`config.mk`:
```
export PLATFORM = sky130hd
export DESIGN_NAME = fir_coef_loader_flat
export DESIGN_NICKNAME = d
export VERILOG_FILES = /design/src/rtl/fir_coef_loader_pkg.sv /design/src/rtl/fir_coef_loader_if.sv /design/src/rtl/fir_coef_loader.sv /design/src/flat_wrapper.sv
export SDC_FILE = /design/constraint.sdc
export NUM_CORES = 1
export LEC_CHECK = 0
export CORE_UTILIZATION = 58
export CTS_CLUSTER_DIAMETER = 80
export DETAILED_ROUTE_END_ITERATION = 7
export PLACE_DENSITY = 0.95
export SLEW_MARGIN = 10
export SYNTH_ARGS = -nofsm -noshare
export SYNTH_HDL_FRONTEND = slang
export SYNTH_SLANG_ARGS = --single-unit
```
`constraint.sdc`:
```
create_clock -name clk -period 12.8 [get_ports clk]
set_input_delay 3.2 -clock clk [delete_from_list [all_inputs] [get_ports clk]]
set_output_delay 3.2 -clock clk [all_outputs]
set_load 0.005 [all_outputs]
```
`src/rtl/fir_coef_loader_pkg.sv`:
```
// Shared constants and types for the FIR coefficient loader.
package fir_coef_loader_pkg;

    localparam int COEF_W = 12;
    localparam int N_TAPS = 16;
    localparam int IDX_W  = 4;

    typedef enum logic [1:0] {
        ST_IDLE   = 2'd0,
        ST_LOAD   = 2'd1,
        ST_COMMIT = 2'd2
    } state_t;

endpackage

```
`src/rtl/fir_coef_loader_if.sv`:
```
// Coefficient stream and load-status signals between the configuration source and the loader.
interface fir_coef_loader_if;
    import fir_coef_loader_pkg::*;

    // A word moves on a rising clk edge where coef_valid && coef_ready are both high;
    // coef_ready never depends on coef_valid, and a held-off word must stay stable.
    logic              load_start;
    logic [COEF_W-1:0] coef_in;
    logic              coef_valid;
    logic              coef_ready;
    logic              load_done;
    logic              busy;

    modport master (
        output load_start,
        output coef_in,
        output coef_valid,
        input  coef_ready,
        input  load_done,
        input  busy
    );

    modport slave (
        input  load_start,
        input  coef_in,
        input  coef_valid,
        output coef_ready,
        output load_done,
        output busy
    );

endinterface

```
`src/rtl/fir_coef_loader.sv`:
```
// Loads 16 serial coefficients into a shadow bank and swaps them into the active bank in one edge.
module fir_coef_loader
    import fir_coef_loader_pkg::*;
(
    input  logic              clk,
    input  logic              rst,
    fir_coef_loader_if.slave  cfg,
    output logic [COEF_W-1:0] coef0,
    output logic [COEF_W-1:0] coef1,
    output logic [COEF_W-1:0] coef2,
    output logic [COEF_W-1:0] coef3,
    output logic [COEF_W-1:0] coef4,
    output logic [COEF_W-1:0] coef5,
    output logic [COEF_W-1:0] coef6,
    output logic [COEF_W-1:0] coef7,
    output logic [COEF_W-1:0] coef8,
    output logic [COEF_W-1:0] coef9,
    output logic [COEF_W-1:0] coef10,
    output logic [COEF_W-1:0] coef11,
    output logic [COEF_W-1:0] coef12,
    output logic [COEF_W-1:0] coef13,
    output logic [COEF_W-1:0] coef14,
    output logic [COEF_W-1:0] coef15,
    output logic              control,
    output logic [1:0]        state_dbg
);

    state_t            state;
    logic [IDX_W-1:0]  index;
    logic              commit_q;
    logic              load_done_q;
    logic [COEF_W-1:0] shadow [N_TAPS];
    logic [COEF_W-1:0] active [N_TAPS];

    // The COMMIT edge raises commit_q; the bank copy and load_done then land on the next edge together.
    always_ff @(posedge clk) begin
        if (rst) begin
            state       <= ST_IDLE;
            index       <= '0;
            commit_q    <= 1'b0;
            load_done_q <= 1'b0;
            control     <= 1'b0;
            for (int i = 0; i < N_TAPS; i++) begin
                shadow[i] <= '0;
                active[i] <= '0;
            end
        end else begin
            commit_q    <= 1'b0;
            load_done_q <= commit_q;
            if (commit_q) begin
                for (int i = 0; i < N_TAPS; i++) begin
                    active[i] <= shadow[i];
                end
                control <= 1'b1;
            end
            case (state)
                ST_IDLE: begin
                    if (cfg.load_start) begin
                        state <= ST_LOAD;
                        index <= '0;
                    end
                end
                ST_LOAD: begin
                    // A restart wins over a coincident word, which is dropped.
                    if (cfg.load_start) begin
                        index <= '0;
                    end else if (cfg.coef_valid) begin
                        shadow[index] <= cfg.coef_in;
                        index         <= index + 4'd1;
                        if (index == 4'(N_TAPS - 1)) begin
                            state <= ST_COMMIT;
                        end
                    end
                end
                ST_COMMIT: begin
                    commit_q <= 1'b1;
                    state    <= ST_IDLE;
                end
                default: begin
                    state <= ST_IDLE;
                    index <= '0;
                end
            endcase
        end
    end

    assign cfg.coef_ready = (state == ST_LOAD);
    assign cfg.busy       = (state != ST_IDLE);
    assign cfg.load_done  = load_done_q;
    assign state_dbg      = state;

    assign coef0  = active[0];
    assign coef1  = active[1];
    assign coef2  = active[2];
    assign coef3  = active[3];
    assign coef4  = active[4];
    assign coef5  = active[5];
    assign coef6  = active[6];
    assign coef7  = active[7];
    assign coef8  = active[8];
    assign coef9  = active[9];
    assign coef10 = active[10];
    assign coef11 = active[11];
    assign coef12 = active[12];
    assign coef13 = active[13];
    assign coef14 = active[14];
    assign coef15 = active[15];

endmodule
```
`src/flat_wrapper.sv`:
```
// flat-port wrapper written by rule: the top's interface ports become plain ports
module fir_coef_loader_flat import fir_coef_loader_pkg::*;
  (clk, rst, coef0, coef1, coef2, coef3, coef4, coef5, coef6, coef7, coef8, coef9, coef10, coef11, coef12, coef13, coef14, coef15, control, state_dbg, cfg_load_start, cfg_coef_in, cfg_coef_valid, cfg_coef_ready, cfg_load_done, cfg_busy);
  fir_coef_loader_if cfg_i ();
  input  logic clk;
  input  logic rst;
  output logic [COEF_W-1:0] coef0;
  output logic [COEF_W-1:0] coef1;
  output logic [COEF_W-1:0] coef2;
  output logic [COEF_W-1:0] coef3;
  output logic [COEF_W-1:0] coef4;
  output logic [COEF_W-1:0] coef5;
  output logic [COEF_W-1:0] coef6;
  output logic [COEF_W-1:0] coef7;
  output logic [COEF_W-1:0] coef8;
  output logic [COEF_W-1:0] coef9;
  output logic [COEF_W-1:0] coef10;
  output logic [COEF_W-1:0] coef11;
  output logic [COEF_W-1:0] coef12;
  output logic [COEF_W-1:0] coef13;
  output logic [COEF_W-1:0] coef14;
  output logic [COEF_W-1:0] coef15;
  output logic control;
  output logic [1:0] state_dbg;
  input wire logic [$bits(cfg_i.load_start)-1:0] cfg_load_start;
  input wire logic [$bits(cfg_i.coef_in)-1:0] cfg_coef_in;
  input wire logic [$bits(cfg_i.coef_valid)-1:0] cfg_coef_valid;
  output wire logic [$bits(cfg_i.coef_ready)-1:0] cfg_coef_ready;
  output wire logic [$bits(cfg_i.load_done)-1:0] cfg_load_done;
  output wire logic [$bits(cfg_i.busy)-1:0] cfg_busy;
  assign cfg_i.load_start = cfg_load_start;
  assign cfg_i.coef_in = cfg_coef_in;
  assign cfg_i.coef_valid = cfg_coef_valid;
  assign cfg_coef_ready = cfg_i.coef_ready;
  assign cfg_load_done = cfg_i.load_done;
  assign cfg_busy = cfg_i.busy;
  fir_coef_loader u_core (.clk(clk), .rst(rst), .cfg(cfg_i), .coef0(coef0), .coef1(coef1), .coef2(coef2), .coef3(coef3), .coef4(coef4), .coef5(coef5), .coef6(coef6), .coef7(coef7), .coef8(coef8), .coef9(coef9), .coef10(coef10), .coef11(coef11), .coef12(coef12), .coef13(coef13), .coef14(coef14), .coef15(coef15), .control(control), .state_dbg(state_dbg));
endmodule
```
Yosys cells after proc, flatten, opt, wreduce, memory -nomap -nowiden
Memories as Yosys holds them, arrays and structs flattened.
Cells that the tools add are included.
{ "word_totals": {"elab_cells": 77, "latchBits": 0, "mem_bits_rw": 384, "output_inout_bits": 198, "mem_bits_ro": 0, "mem_count": 2, "register_bits": 9} }
{ "mem_list": {"columns": ["memory", "depth", "width", "rd", "rd_ports_with_merged_regs", "write_ports", "line_no", "rtl"], "rows": [
  ["u_core.active", 16, 12, 16, 0, 16, "fir_coef_loader.sv:33", "logic [COEF_W-1:0] active [N_TAPS];"],
  ["u_core.shadow", 16, 12, 16, 0, 16, "fir_coef_loader.sv:32", "logic [COEF_W-1:0] shadow [N_TAPS];"]
]} }
{ "op_classes": {"order_cmp": 0, "eq_ne": 8, "n_mul": 0, "muxes": 39, "add_sub_neg": 1, "bitwise_logic": 17, "n_shift": 0, "reduce_logical": 5, "div_mod_pow": 0} }
{ "op_table": {"columns": ["operator", "count"], "rows": [
  ["2-to-1 mux 12 bit", 17],
  ["2-to-1 mux 4 bit", 4],
  ["bitwise OR 1 bit", 16],
  ["2-to-1 mux 1 bit", 12],
  ["case mux 4 bit (3 select lines)", 1],
  ["OR reduction 12 bit", 1],
  ["2-to-1 mux 2 bit", 4],
  ["!= test 2 bit (second input constant)", 3],
  ["adder 4 x 1 -> 4 bit (second input constant)", 1],
  ["== test 4 bit (second input constant)", 1],
  ["case mux 2 bit (2 select lines)", 1],
  ["AND reduction 4 bit", 1],
  ["!= test 3 bit (second input constant)", 1],
  ["AND reduction 3 bit", 1],
  ["== test 2 x 1 -> 1 bit (second input constant)", 1],
  ["== test 2 bit (second input constant)", 1],
  ["logical NOT 2 bit", 1],
  ["!= test 2 x 1 -> 1 bit (second input constant)", 1],
  ["nonzero test 2 bit", 1],
  ["NOT 1 bit", 1]
]} }

Longest topological paths before layout
Gate-level depths: netlist of the first run.
{ "logic_depth": {"depth_word": 7, "ltp_mapped": 6, "depth_no_buf": 5} }

Worst setup path before layout of the first run
OpenSTA, ideal clock, no wires.
{ "synth_timing": {"path_kind": "input port to flip-flop", "startpoint": "input port rst", "endpoint": "memory u_core.active[0][0] (enable)", "arrival_ns": 6.026, "setup_ns": 0.472, "setup_slack_ns": 6.302, "required_ns": 12.328, "path_stages": 3, "path_cell_list": "buf_2 clkbuf_1 or2_2"} }
{ "synth_lines": {"columns": ["element", "line_no", "rtl"], "rows": [
  ["start: declaration", "flat_wrapper.sv:6", "input logic rst;"],
  ["end: declaration", "fir_coef_loader.sv:33", null]
]} }

==> results of run 1 <==
[cells in the final DEF (no fill, tap or decap), types with 2 or more instances in the layout]
cell type        Yosys  routed
edfxtp_1           384     384
clkdlybuf4s50_1      0     212
nor2_1             196     196
and2_1             121     121
nor2b_1             77      76
nand2_1             53      53
clkbuf_16            0      37
o21bai_1            12      11
clkinv_2             0       9
dfxtp_1              9       9
inv_1                6       6
nand3_1              8       5
clkinv_1             0       5
buf_4                6       5
a41o_1               4       4
ha_1                 4       4
clkbuf_1            27       4
bufinv_16            0       4
nand3_2              0       3
a21oi_1              3       3
inv_6                0       3
a22oi_1              2       2
or3_1                2       2
o32ai_1              2       2
clkinvlp_4           0       2
clkbuf_8             0       2
[cell families after synthesis]
kind of cell	count (synthesis)	share of synthesized area
AO/OA/AOI/OAI	24	0.0126
adder cells (fa/ha/maj)	4	0.00345
buffers and inverters	59	0.0185
flip-flops	393	0.807
AND/OR/NAND/NOR	466	0.159
[through the flow]
| step | area [µm²] | std cells | power (mW) |
|---|---|---|---|
| after floorplan | 14500 | 946 | 1.53 |
| final | 18100 | 1502 | 2.68 |
| after global routing | 18100 | 1502 | 2.74 |
| after CTS | 18100 | 1501 | 2.68 |
| after global placement | 16900 | 1435 | 1.61 |
| after detailed placement | 16900 | 1435 | 1.61 |
[final timing paths]
| check | from | end | slack (ns) | cells past startpoint |
|---|---|---|---|---|
| setup / recovery | cfg_load_start | u_core.shadow[5][0] | 5.96 | 4 |
| hold / removal | u_core.shadow[6][9] | u_core.active[0][81] | 0.52 | 1 |
| setup reg to reg | u_core.state_dbg[0] | u_core.shadow[5][0] | 8.63 | 3 |
| hold reg to reg | u_core.shadow[6][9] | u_core.active[0][81] | 0.52 | 1 |
[report_power, final]
group | internal [mW] | total (mW) | switching (mW) | leakage [nW]
Sequential | 1.46 | 1.48 | 0.0187 | 4.03
Combinational | 0.0531 | 0.112 | 0.0585 | 1.67
Clock | 0.626 | 1.09 | 0.463 | 0.589
[Yosys cell counts]
cell and instances:
edfxtp_1 384, buf_4 6, nand2b_1 1, a21oi_1 3, nor2_1 196, or2_2 2, a41o_1 4, a22oi_1 2
nor3b_1 1, o32ai_1 2, nor2b_1 77, inv_1 6, nor3_1 1, ha_1 4, nor3b_2 1, o21ai_1 1
nand2_1 53, or4b_1 1, o21bai_1 12, nand3_4 1, or3_1 2, nand3_1 8, nand4_1 1, dfxtp_1 9
buf_2 20, clkbuf_1 27, and2_1 121
[metal layers]
layer,track usage,vias to the layer above,share of wire
met5,0,-,0.00036
met4,0.123,2,0.045
met3,0.0457,119,0.10
met2,0.444,646,0.50
met1,0.327,4106,0.36
li1,-,3679,-
[final cells by class]
type | instances | area, µm² | area share
Timing Repair Buffer | 219 | 2180 | 0.121
Multi-Input combinational cell | 494 | 2560 | 0.142
Tap cell | 324 | 405 | 0.0224
Clock inverter | 23 | 225 | 0.0125
Sequential cell | 393 | 11700 | 0.648
Clock buffer | 43 | 968 | 0.0536
Inverter | 6 | 22.5 | 0.00125
[flip-flops by register name, indices dropped and copies added, names as in the netlist]
signal and flops:
u_core.cfg.load_done 1, u_core.shadow 192, u_core.control 1, u_core.commit_q 1, u_core.index 4, u_core.state_dbg 2
u_core.active 192
==> summary.md, run 1 <==
| Metric | Value |
|---|---|
| Outcome | `finished clean` |
| Placed wire-length estimate | `20.4 mm` |
| Synth top area share | `0.794` |
| Post-synthesis cell type count | `27` |
| Nets | `1,171` |
| PortBufs | `213` |
| I/O Pins | `214` |
| Root buffer cell | `clkbuf_16` |
| Vias in the first global route | `8,411` |
| Final period utilization | `0.534` |
| Wire per inst | `22.3 µm` |
| First DRT Iteration DRCs | `1,128` |
| Kind of critical path | `in2reg` |
| Yosys warning count | `0` |
| Largest net degree at the start of global routing | `122` |
| Yosys top cell by area | `edfxtp_1` |
| Total CTS buffers | `37` |
| Worst path buffer plus inverter count | `1` |
| Core ar. | `24,500 µm²` |
| WL final | `33.5 mm` |
| Vias per cell | `5.69` |
| Maximum vdd drop | `82.9 µV` |
| Post-CTS sizing | `0` |
| Leak | `6.29 nW` |
| # diodes | `0` |
| Slowest stage delay, CP | `1.35 ns` |
| Skew-Pair Late Insertion Delay | `0.53 ns` |
| CTS tree | `yes` |
| Initial antenna violation count | `1` |
| Worst Path Arrival | `6.96 ns` |
| Fmax | `0.146 GHz` |
| Slew HR | `0.172` |
| Synth top area cells | `edfxtp_1, and2_1, nor2_1, nor2b_1, nand2_1` |
| Endpoints failing hold | `0` |
| Fillers | `1,295` |
| Worst-Margin Slew | `1.24 ns` |
| Max_cap viols | `0` |
| CTS clk-pin slew, worst paths | `0.06 ns` |
| Maximum buffer depth of the clock tree | `3` |
| Worst setup SP type | `input pin` |
| Die Ht | `160 µm` |
| Drc violations | `0` |
| RSZ-0062 raised after global routing | `no` |
| Area grow syn2layout | `24.6%` |
| Final worst setup slack | `5.96 ns` |
| Post-Syn Instances | `946` |
| Setup TNS | `0 ns` |
| Num Clock Sinks | `393` |
| Hold Slack | `0.520 ns` |
| Syn Nets | `966` |
| Skew final | `0.0193 ns` |
| DRT Pass-1 Iters | `5` |
| Crit. End Element | `flip-flop` |
| Total global routing overflow | `0` |
| Hold Path Class | `reg2reg` |
| Die width | `160 µm` |
| Gpl congestion | `0.822` |
| Endpoints failing setup | `0` |
| Power density cells | `148 nW/µm²` |
| Final core utilization | `0.739` |
| Share of cells above drive strength 1 | `0.0620` |
| Antenna Violating Nets Remaining | `0` |
| Die area | `25,700 µm²` |
| Final Max Slew Viols | `0` |
| Setup repair bufs after CTS | `0` |
| Worst-path fanout max | `51` |
| H-tree depth | `2` |
| Register area share after synthesis | `0.807` |
| Global-route wire length before repair | `49.5 mm` |
| Place WS | `5.64 ns` |
| Vias | `8,552` |
| Avg Cell Area, Syn | `15.3 µm²` |
| CP max-delay cell | `o21bai_1` |
| Site Rows | `57` |
| Post-Syn Area | `14,500 µm²` |
| All-layer global routing usage | `0.261` |
| Hold_buf cts | `0` |
| WP data required | `12.93 ns` |
| CP top delay family | `simple AND/OR/NAND/NOR gates` |
| #FFs+latches synth | `393` |
| Crit-path cells | `clkdlybuf4s50_1 -> nor3b_2 -> nand3_2 -> o21bai_1` |
| Crit path time final | `6.84 ns` |
| Starting Density | `0.593` |
Power figures use the tool's default switching activity.
==> inputs of run 2 (changes only) <==
--- a/config.mk
+++ b/config.mk
@@ -5,10 +5,10 @@
 export SDC_FILE = /design/constraint.sdc
 export NUM_CORES = 1
 export LEC_CHECK = 0
-export CORE_UTILIZATION = 58
+export CORE_UTILIZATION = 49
 export CTS_CLUSTER_DIAMETER = 80
 export DETAILED_ROUTE_END_ITERATION = 7
-export PLACE_DENSITY = 0.95
+export PLACE_DENSITY = 0.86
 export SLEW_MARGIN = 10
 export SYNTH_ARGS = -nofsm -noshare
 export SYNTH_HDL_FRONTEND = slang
==> constraint.sdc (replaced) <==
create_clock -name clk -period 6 [get_ports clk]
set_input_delay 1.5 -clock clk [delete_from_list [all_inputs] [get_ports clk]]
set_output_delay 1.5 -clock clk [all_outputs]
set_load 0.005 [all_outputs]
==> run 2 against run 1 <==
Final cell count increased by 4.5%. Die area increased by 18%. Via count decreased by 6.7%. Largest cell class unchanged. Largest power group unchanged.
==> summary.md, run 2 (synthesis results as in run 1) <==
| Metric | Value |
|---|---|
| Global-route wire length before repair | `44.5 mm (was 49.5 mm)` |
| Drc violations | `0 (unchanged)` |
| Nets | `1,176 (was 1,171)` |
| Reg-to-Reg Start | `u_core.state_dbg[0] (unchanged)` |
| Overall power | `5.83 mW (was 2.68 mW)` |
| Num Clock Sinks | `393 (unchanged)` |
| Vias per cell | `5.08 (was 5.69)` |
| Vias in the first global route | `7,727 (was 8,411)` |
| RSZ-0062 raised after global routing | `no (unchanged)` |
| Total CTS buffers | `38 (was 37)` |
| Endpoints failing setup | `0 (unchanged)` |
| Kind of critical path | `in2reg (unchanged)` |
| Critical R2R Capture | `u_core.shadow[5][3] (was u_core.shadow[5][0])` |
| Skew-Pair Late Insertion Delay | `0.53 ns (about the same)` |
| Worst setup SP type | `input pin (unchanged)` |
| Flop2flop setup slack | `2.60 ns (was 8.63 ns)` |
| Place WS | `1.08 ns (was 5.64 ns)` |
| Placed cells | `1,500 (was 1,435)` |
| Die area | `30,300 µm² (was 25,700 µm²)` |
| Final Max Slew Viols | `0 (unchanged)` |
| Core ar. | `28,900 µm² (was 24,500 µm²)` |
| Worst Path Arrival | `4.54 ns (was 6.96 ns)` |
| Hold Slack | `0.488 ns (was 0.520 ns)` |
| Wire per inst | `19.1 µm (was 22.3 µm)` |
| Maximum vdd drop | `182 µV (was 82.9 µV)` |
| Largest net degree at the start of global routing | `122 (unchanged)` |
| # diodes | `0 (unchanged)` |
| Maximum buffer depth of the clock tree | `3 (unchanged)` |
| Fmax | `0.227 GHz` |
| Finished Cell Area | `18,300 µm² (was 18,100 µm²)` |
| Die width | `174 µm (was 160 µm)` |
| Biggest regs | `u_core.active (192), u_core.shadow (192), u_core.index (4) (unchanged)` |
| Vias | `7,980 (was 8,552)` |
| Endpoints failing hold | `0 (unchanged)` |
| Outcome | `finished clean (unchanged)` |
| Hold_buf cts | `0 (unchanged)` |
| Worst Hold Path EP | `u_core.control (was u_core.active[0][81])` |
| Slew HR | `0.262 (was 0.172)` |
| CP max-delay cell | `o21bai_1 (unchanged)` |
| Hold Crit Start | `u_core.commit_q (was u_core.shadow[6][9])` |
| R2R depth | `3 (unchanged)` |
| Share of cells above drive strength 1 | `0.0683 (was 0.0620)` |
| Site Rows | `62 (was 57)` |
| Starting Density | `0.502 (was 0.593)` |
| Setup TNS | `0 ns (unchanged)` |
| Initial antenna violation count | `1 (unchanged)` |
| Gpl congestion | `0.811 (was 0.822)` |
| DRT Pass-1 Iters | `5 (unchanged)` |
| Worst path buffer plus inverter count | `1 (unchanged)` |
| CTS tree | `yes (unchanged)` |
| Die Ht | `174 µm (was 160 µm)` |
| Hold Path Class | `reg2reg (unchanged)` |
| Non-filler cells, final | `1,570 (was 1,502)` |
| CP top delay family | `simple AND/OR/NAND/NOR gates (unchanged)` |
| Root buffer cell | `clkbuf_16 (unchanged)` |
| Final core utilization | `0.633 (was 0.739)` |
| Worst-Margin Slew | `1.11 ns (was 1.24 ns)` |
| Placed inst area | `17,000 µm² (was 16,900 µm²)` |
| Total global routing overflow | `0 (unchanged)` |
| Area grow syn2layout | `26.1% (was 24.6%)` |
| H-tree depth | `2 (unchanged)` |
| Final period utilization | `0.734` |
| First DRT Iteration DRCs | `700 (was 1,128)` |
| Skew final | `0.0187 ns (was 0.0193 ns)` |
| Final worst setup slack | `1.59 ns (was 5.96 ns)` |
| Slowest stage delay, CP | `1.06 ns (was 1.35 ns)` |
| Leak | `6.35 nW (was 6.29 nW)` |
| Post-CTS sizing | `0 (unchanged)` |
| WL final | `30.1 mm (was 33.5 mm)` |
| Crit. End Element | `flip-flop (unchanged)` |
| PortBufs | `213 (unchanged)` |
| Crit path time final | `4.41 ns` |
| Commonest non-fill, non-tap cells in the layout | `edfxtp_1, clkdlybuf4s50_1, nor2_1 (unchanged)` |
| Setup repair bufs after CTS | `0 (unchanged)` |
| Placed wire-length estimate | `19.8 mm (was 20.4 mm)` |
| WHS Path Cells | `2 (was 1)` |
| WP data required | `6.13 ns (was 12.93 ns)` |
| Max_cap viols | `0 (unchanged)` |
| Crit-path cells | `clkdlybuf4s50_1 -> nor3b_2 -> nand3_2 -> o21bai_1 (unchanged)` |
| I/O Pins | `214 (unchanged)` |
| Antenna Violating Nets Remaining | `0 (unchanged)` |
| Worst-path fanout max | `28 (was 51)` |
| All-layer global routing usage | `0.197 (was 0.261)` |
| Commonest non-fill, non-tap cell in the layout | `edfxtp_1 (unchanged)` |
| Power density cells | `319 nW/µm² (was 148 nW/µm²)` |
| CTS clk-pin slew, worst paths | `0.07 ns (was 0.06 ns)` |
-- run 2: cell count changes in the layout (fill, tap and decap cells not counted), moves of 2 or more --
cell        delta
inv_6          -2
clkinv_2       -2
clkinv_4       +2
clkinvlp_4     +3
clkbuf_1       -2
clkbuf_16      +4
buf_4          +5
-- run 2: layout make-up --
| type | instances | area, µm² |
|---|---|---|
| fillers | 1956 | 10600 |
| inverters | 6 | 22.5 |
| clock inverters | 26 | 272 |
| flip-flops and latches | 393 | 11700 |
| well taps | 384 | 480 |
| multi-input cells | 494 | 2560 |
| repair buffers | 223 | 2220 |
| clock buffers | 44 | 1050 |
-- run 2: where the power goes --
part / internal [mW] / total, mW / leakage [nW] / switching [mW]
Combinational: 0.114 / 0.234 / 1.68 / 0.120
Sequential: 3.11 / 3.14 / 4.03 / 0.0337
Clock: 1.47 / 2.46 / 0.636 / 0.984
-- run 2: per-layer routing --
layer  vias up  global-route usage  share of wire
li1       3697                   -              -
met1      3882               0.257           0.41
met2       333               0.331           0.50
met3        66              0.0343          0.065
met4         2              0.0793          0.032
met5         -                   0        0.00043
-- run 2: worst max-delay path by stage --
stage | from | to | cells after the start
final | cfg_load_start | u_core.shadow[5][3] | 4
after global routing | cfg_load_start | u_core.shadow[5][1] | 4
after CTS | cfg_load_start | u_core.shadow[5][3] | 4
after detailed placement | cfg_load_start | u_core.shadow[5][8] | 4
after global placement | cfg_load_start | u_core.shadow[5][5] | 4
after floorplan | rst | u_core.active[0][0] | 3
-- run 2: worst min-delay path: cells and delay by family (launching register included) --
kind / cells / cell delay (ns)
flops: 1 / 0.32
simple gates: 2 / 0.12
==> inputs of run 3 (changes only) <==
==> constraint.sdc (replaced) <==
create_clock -name clk -period 3.62 [get_ports clk]
set_input_delay 0.905 -clock clk [delete_from_list [all_inputs] [get_ports clk]]
set_output_delay 0.905 -clock clk [all_outputs]
set_load 0.005 [all_outputs]
==> run 3 against run 2 <==
Worst setup slack lost 0.65 ns. Via count rose by 1.7%. Routed wire length rose by 1.3%. Critical path depth shrank 2. Total power increased by 61%. Clock skew fell by 0.0052 ns. Non-clock buffer count increased by 23. Sequential cell count is the same. Combinational power up 74%. Core utilization is 0.22 points higher. First-iteration DRC count up 7.6%. Sequential power rose by 66%. Largest power group unchanged.
==> summary.md, run 3 (synthesis results as in run 1) <==
| Metric | Value |
|---|---|
| Setup TNS | `0 ns (unchanged)` |
| Drc violations | `0 (unchanged)` |
| PortBufs | `213 (unchanged)` |
| DRT Pass-1 Iters | `5 (unchanged)` |
| Site Rows | `62 (unchanged)` |
| Antenna Violating Nets Remaining | `0 (unchanged)` |
| Vias | `8,118 (was 7,980)` |
| Vias in the first global route | `8,036 (was 7,727)` |
| WP data required | `2.71 ns (was 6.13 ns)` |
| Num Clock Sinks | `393 (unchanged)` |
| # diodes | `0 (unchanged)` |
| Maximum vdd drop | `281 µV (was 182 µV)` |
| Leak | `6.42 nW (was 6.35 nW)` |
| Worst setup SP type | `flip-flop (was input pin)` |
| Skew-Pair Late Insertion Delay | `0.51 ns (was 0.53 ns)` |
| All-layer global routing usage | `0.201 (was 0.197)` |
| Worst Path Arrival | `1.77 ns (was 4.54 ns)` |
| CP top delay family | `buffers and inverters (was simple AND/OR/NAND/NOR gates)` |
| I/O Pins | `214 (unchanged)` |
| Global-route wire length before repair | `45.6 mm (was 44.5 mm)` |
| Power density cells | `512 nW/µm² (was 319 nW/µm²)` |
| Worst-Margin Slew | `0.926 ns (was 1.11 ns)` |
| Root buffer cell | `clkbuf_16 (unchanged)` |
| Gpl congestion | `0.828 (was 0.811)` |
| Setup repair bufs after CTS | `0 (unchanged)` |
| Worst Hold Path EP | `u_core.active[0][7] (was u_core.control)` |
| Fmax | `0.374 GHz` |
| CTS clk-pin slew, worst paths | `0.06 ns (was 0.07 ns)` |
| Crit-path cells | `nor2b_1 -> clkdlybuf4s50_1 (was clkdlybuf4s50_1 -> nor3b_2 -> nand3_2 -> o21bai_1)` |
| Area grow syn2layout | `26.6% (was 26.1%)` |
| Wire per inst | `19.2 µm (was 19.1 µm)` |
| Largest net degree at the start of global routing | `117 (was 122)` |
| Biggest regs | `u_core.active (192), u_core.shadow (192), u_core.index (4) (unchanged)` |
| Outcome | `finished clean (unchanged)` |
| Placed inst area | `17,200 µm² (was 17,000 µm²)` |
| Hold Path Class | `reg2reg (unchanged)` |
| First DRT Iteration DRCs | `753 (was 700)` |
| Placed wire-length estimate | `20.6 mm (was 19.8 mm)` |
| Total CTS buffers | `38 (unchanged)` |
| Vias per cell | `5.12 (was 5.08)` |
| Commonest non-fill, non-tap cell in the layout | `edfxtp_1 (unchanged)` |
| WHS Path Cells | `1 (was 2)` |
| Final core utilization | `0.635 (was 0.633)` |
| WL final | `30.4 mm (was 30.1 mm)` |
| Post-CTS sizing | `0 (unchanged)` |
| Crit. End Element | `primary output (was flip-flop)` |
| Endpoints failing setup | `0 (unchanged)` |
| Finished Cell Area | `18,400 µm² (was 18,300 µm²)` |
| Slowest stage delay, CP | `0.54 ns (was 1.06 ns)` |
| CTS tree | `yes (unchanged)` |
| Kind of critical path | `reg2out (was in2reg)` |
| Hold Crit Start | `u_core.shadow[0][7] (was u_core.commit_q)` |
| Slew HR | `0.380 (was 0.262)` |
| Maximum buffer depth of the clock tree | `3 (unchanged)` |
| Die width | `174 µm (unchanged)` |
| Reg-to-Reg Start | `u_core.state_dbg[0] (unchanged)` |
| Initial antenna violation count | `0 (was 1)` |
| Crit path time final | `2.68 ns` |
| Die area | `30,300 µm² (unchanged)` |
| Nets | `1,199 (was 1,176)` |
| Max_cap viols | `0 (unchanged)` |
| Placed cells | `1,523 (was 1,500)` |
| Worst path buffer plus inverter count | `1 (unchanged)` |
| Non-filler cells, final | `1,586 (was 1,570)` |
| Total global routing overflow | `0 (unchanged)` |
| R2R depth | `6 (was 3)` |
| Skew final | `0.0135 ns (was 0.0187 ns)` |
| Hold_buf cts | `0 (unchanged)` |
| CP max-delay cell | `clkdlybuf4s50_1 (was o21bai_1)` |
| Share of cells above drive strength 1 | `0.0765 (was 0.0683)` |
| Endpoints failing hold | `0 (unchanged)` |
| RSZ-0062 raised after global routing | `no (unchanged)` |
| H-tree depth | `2 (unchanged)` |
| Flop2flop setup slack | `1.40 ns (was 2.60 ns)` |
| Commonest non-fill, non-tap cells in the layout | `edfxtp_1, clkdlybuf4s50_1, nor2_1 (unchanged)` |
| Final Max Slew Viols | `0 (unchanged)` |
| Starting Density | `0.502 (unchanged)` |
| Critical R2R Capture | `u_core.shadow[5][7] (was u_core.shadow[5][3])` |
| Die Ht | `174 µm (unchanged)` |
| Overall power | `9.41 mW (was 5.83 mW)` |
| Worst-path fanout max | `7 (was 28)` |
| Core ar. | `28,900 µm² (unchanged)` |
| Final period utilization | `0.739` |
==> run 3: cell types whose count changed in the layout (fill, tap and decap cells not counted), moves of 2 or more <==
cell | previous run | this run
bufinv_16 | 5 | 3
clkinv_2 | 7 | 5
clkbuf_1 | 2 | 7
clkinvlp_4 | 5 | 0
buf_4 | 10 | 32
==> run 3: where the power goes <==
| group | internal [mW] | switching, mW |
|---|---|---|
| clock | 2.26 | 1.54 |
| combinational | 0.204 | 0.205 |
| sequential | 5.15 | 0.0558 |
| total | 7.61 | 1.80 |
==> run 3: worst max-delay path by stage <==
| stage | startpoint | slack [ns] | cells past startpoint | endpoint |
|---|---|---|---|---|
| finish | u_core.state_dbg[0] | 0.94 | 2 | cfg_coef_ready |
| global route | u_core.state_dbg[0] | 0.88 | 2 | cfg_coef_ready |
| CTS | u_core.state_dbg[0] | 0.93 | 2 | cfg_coef_ready |
| detailed placement | cfg_load_start | 0.49 | 7 | u_core.shadow[13][9] |
| global placement | cfg_coef_valid | 0.53 | 6 | u_core.shadow[6][5] |
| floorplan | rst | 0.37 | 3 | u_core.active[0][0] |
==> run 3: area by class of cell <==
type,instances,area [µm²]
sequential,393,11700
inverter,6,22.5
multi-input combinational,494,2560
tap,384,480
timing repair buffer,246,2400
clock inverter,15,146
clock buffer,48,1050
fill,1980,10600
==> run 3: stage by stage <==
stage          setup slack, ns  hold WS, ns
2_1_floorplan            0.375        0.449
3_3_place_gp             0.535        0.500
3_5_place_dp             0.487        0.499
4_1_cts                  0.932        0.510
5_1_grt                  0.878        0.530
6_report                 0.944        0.515
==> run 3: worst register-to-register path, delay by kind of cell (launching register included) <==
family | cells | cell delay (ns)
buffers and inverters | 3 | 0.74
AOI/OAI and AO/OA | 1 | 0.20
and+or+nand+nor | 2 | 0.52
DFF | 1 | 0.46
==> run 3: layer usage <==
metal  global-route usage  part of all wire  vias to the layer above
li1                     -                 -                     3731
met1                0.257              0.41                     3968
met2                0.339              0.50                      361
met3               0.0387             0.069                       58
met4               0.0804             0.027                        0
met5                    0                 0                        -
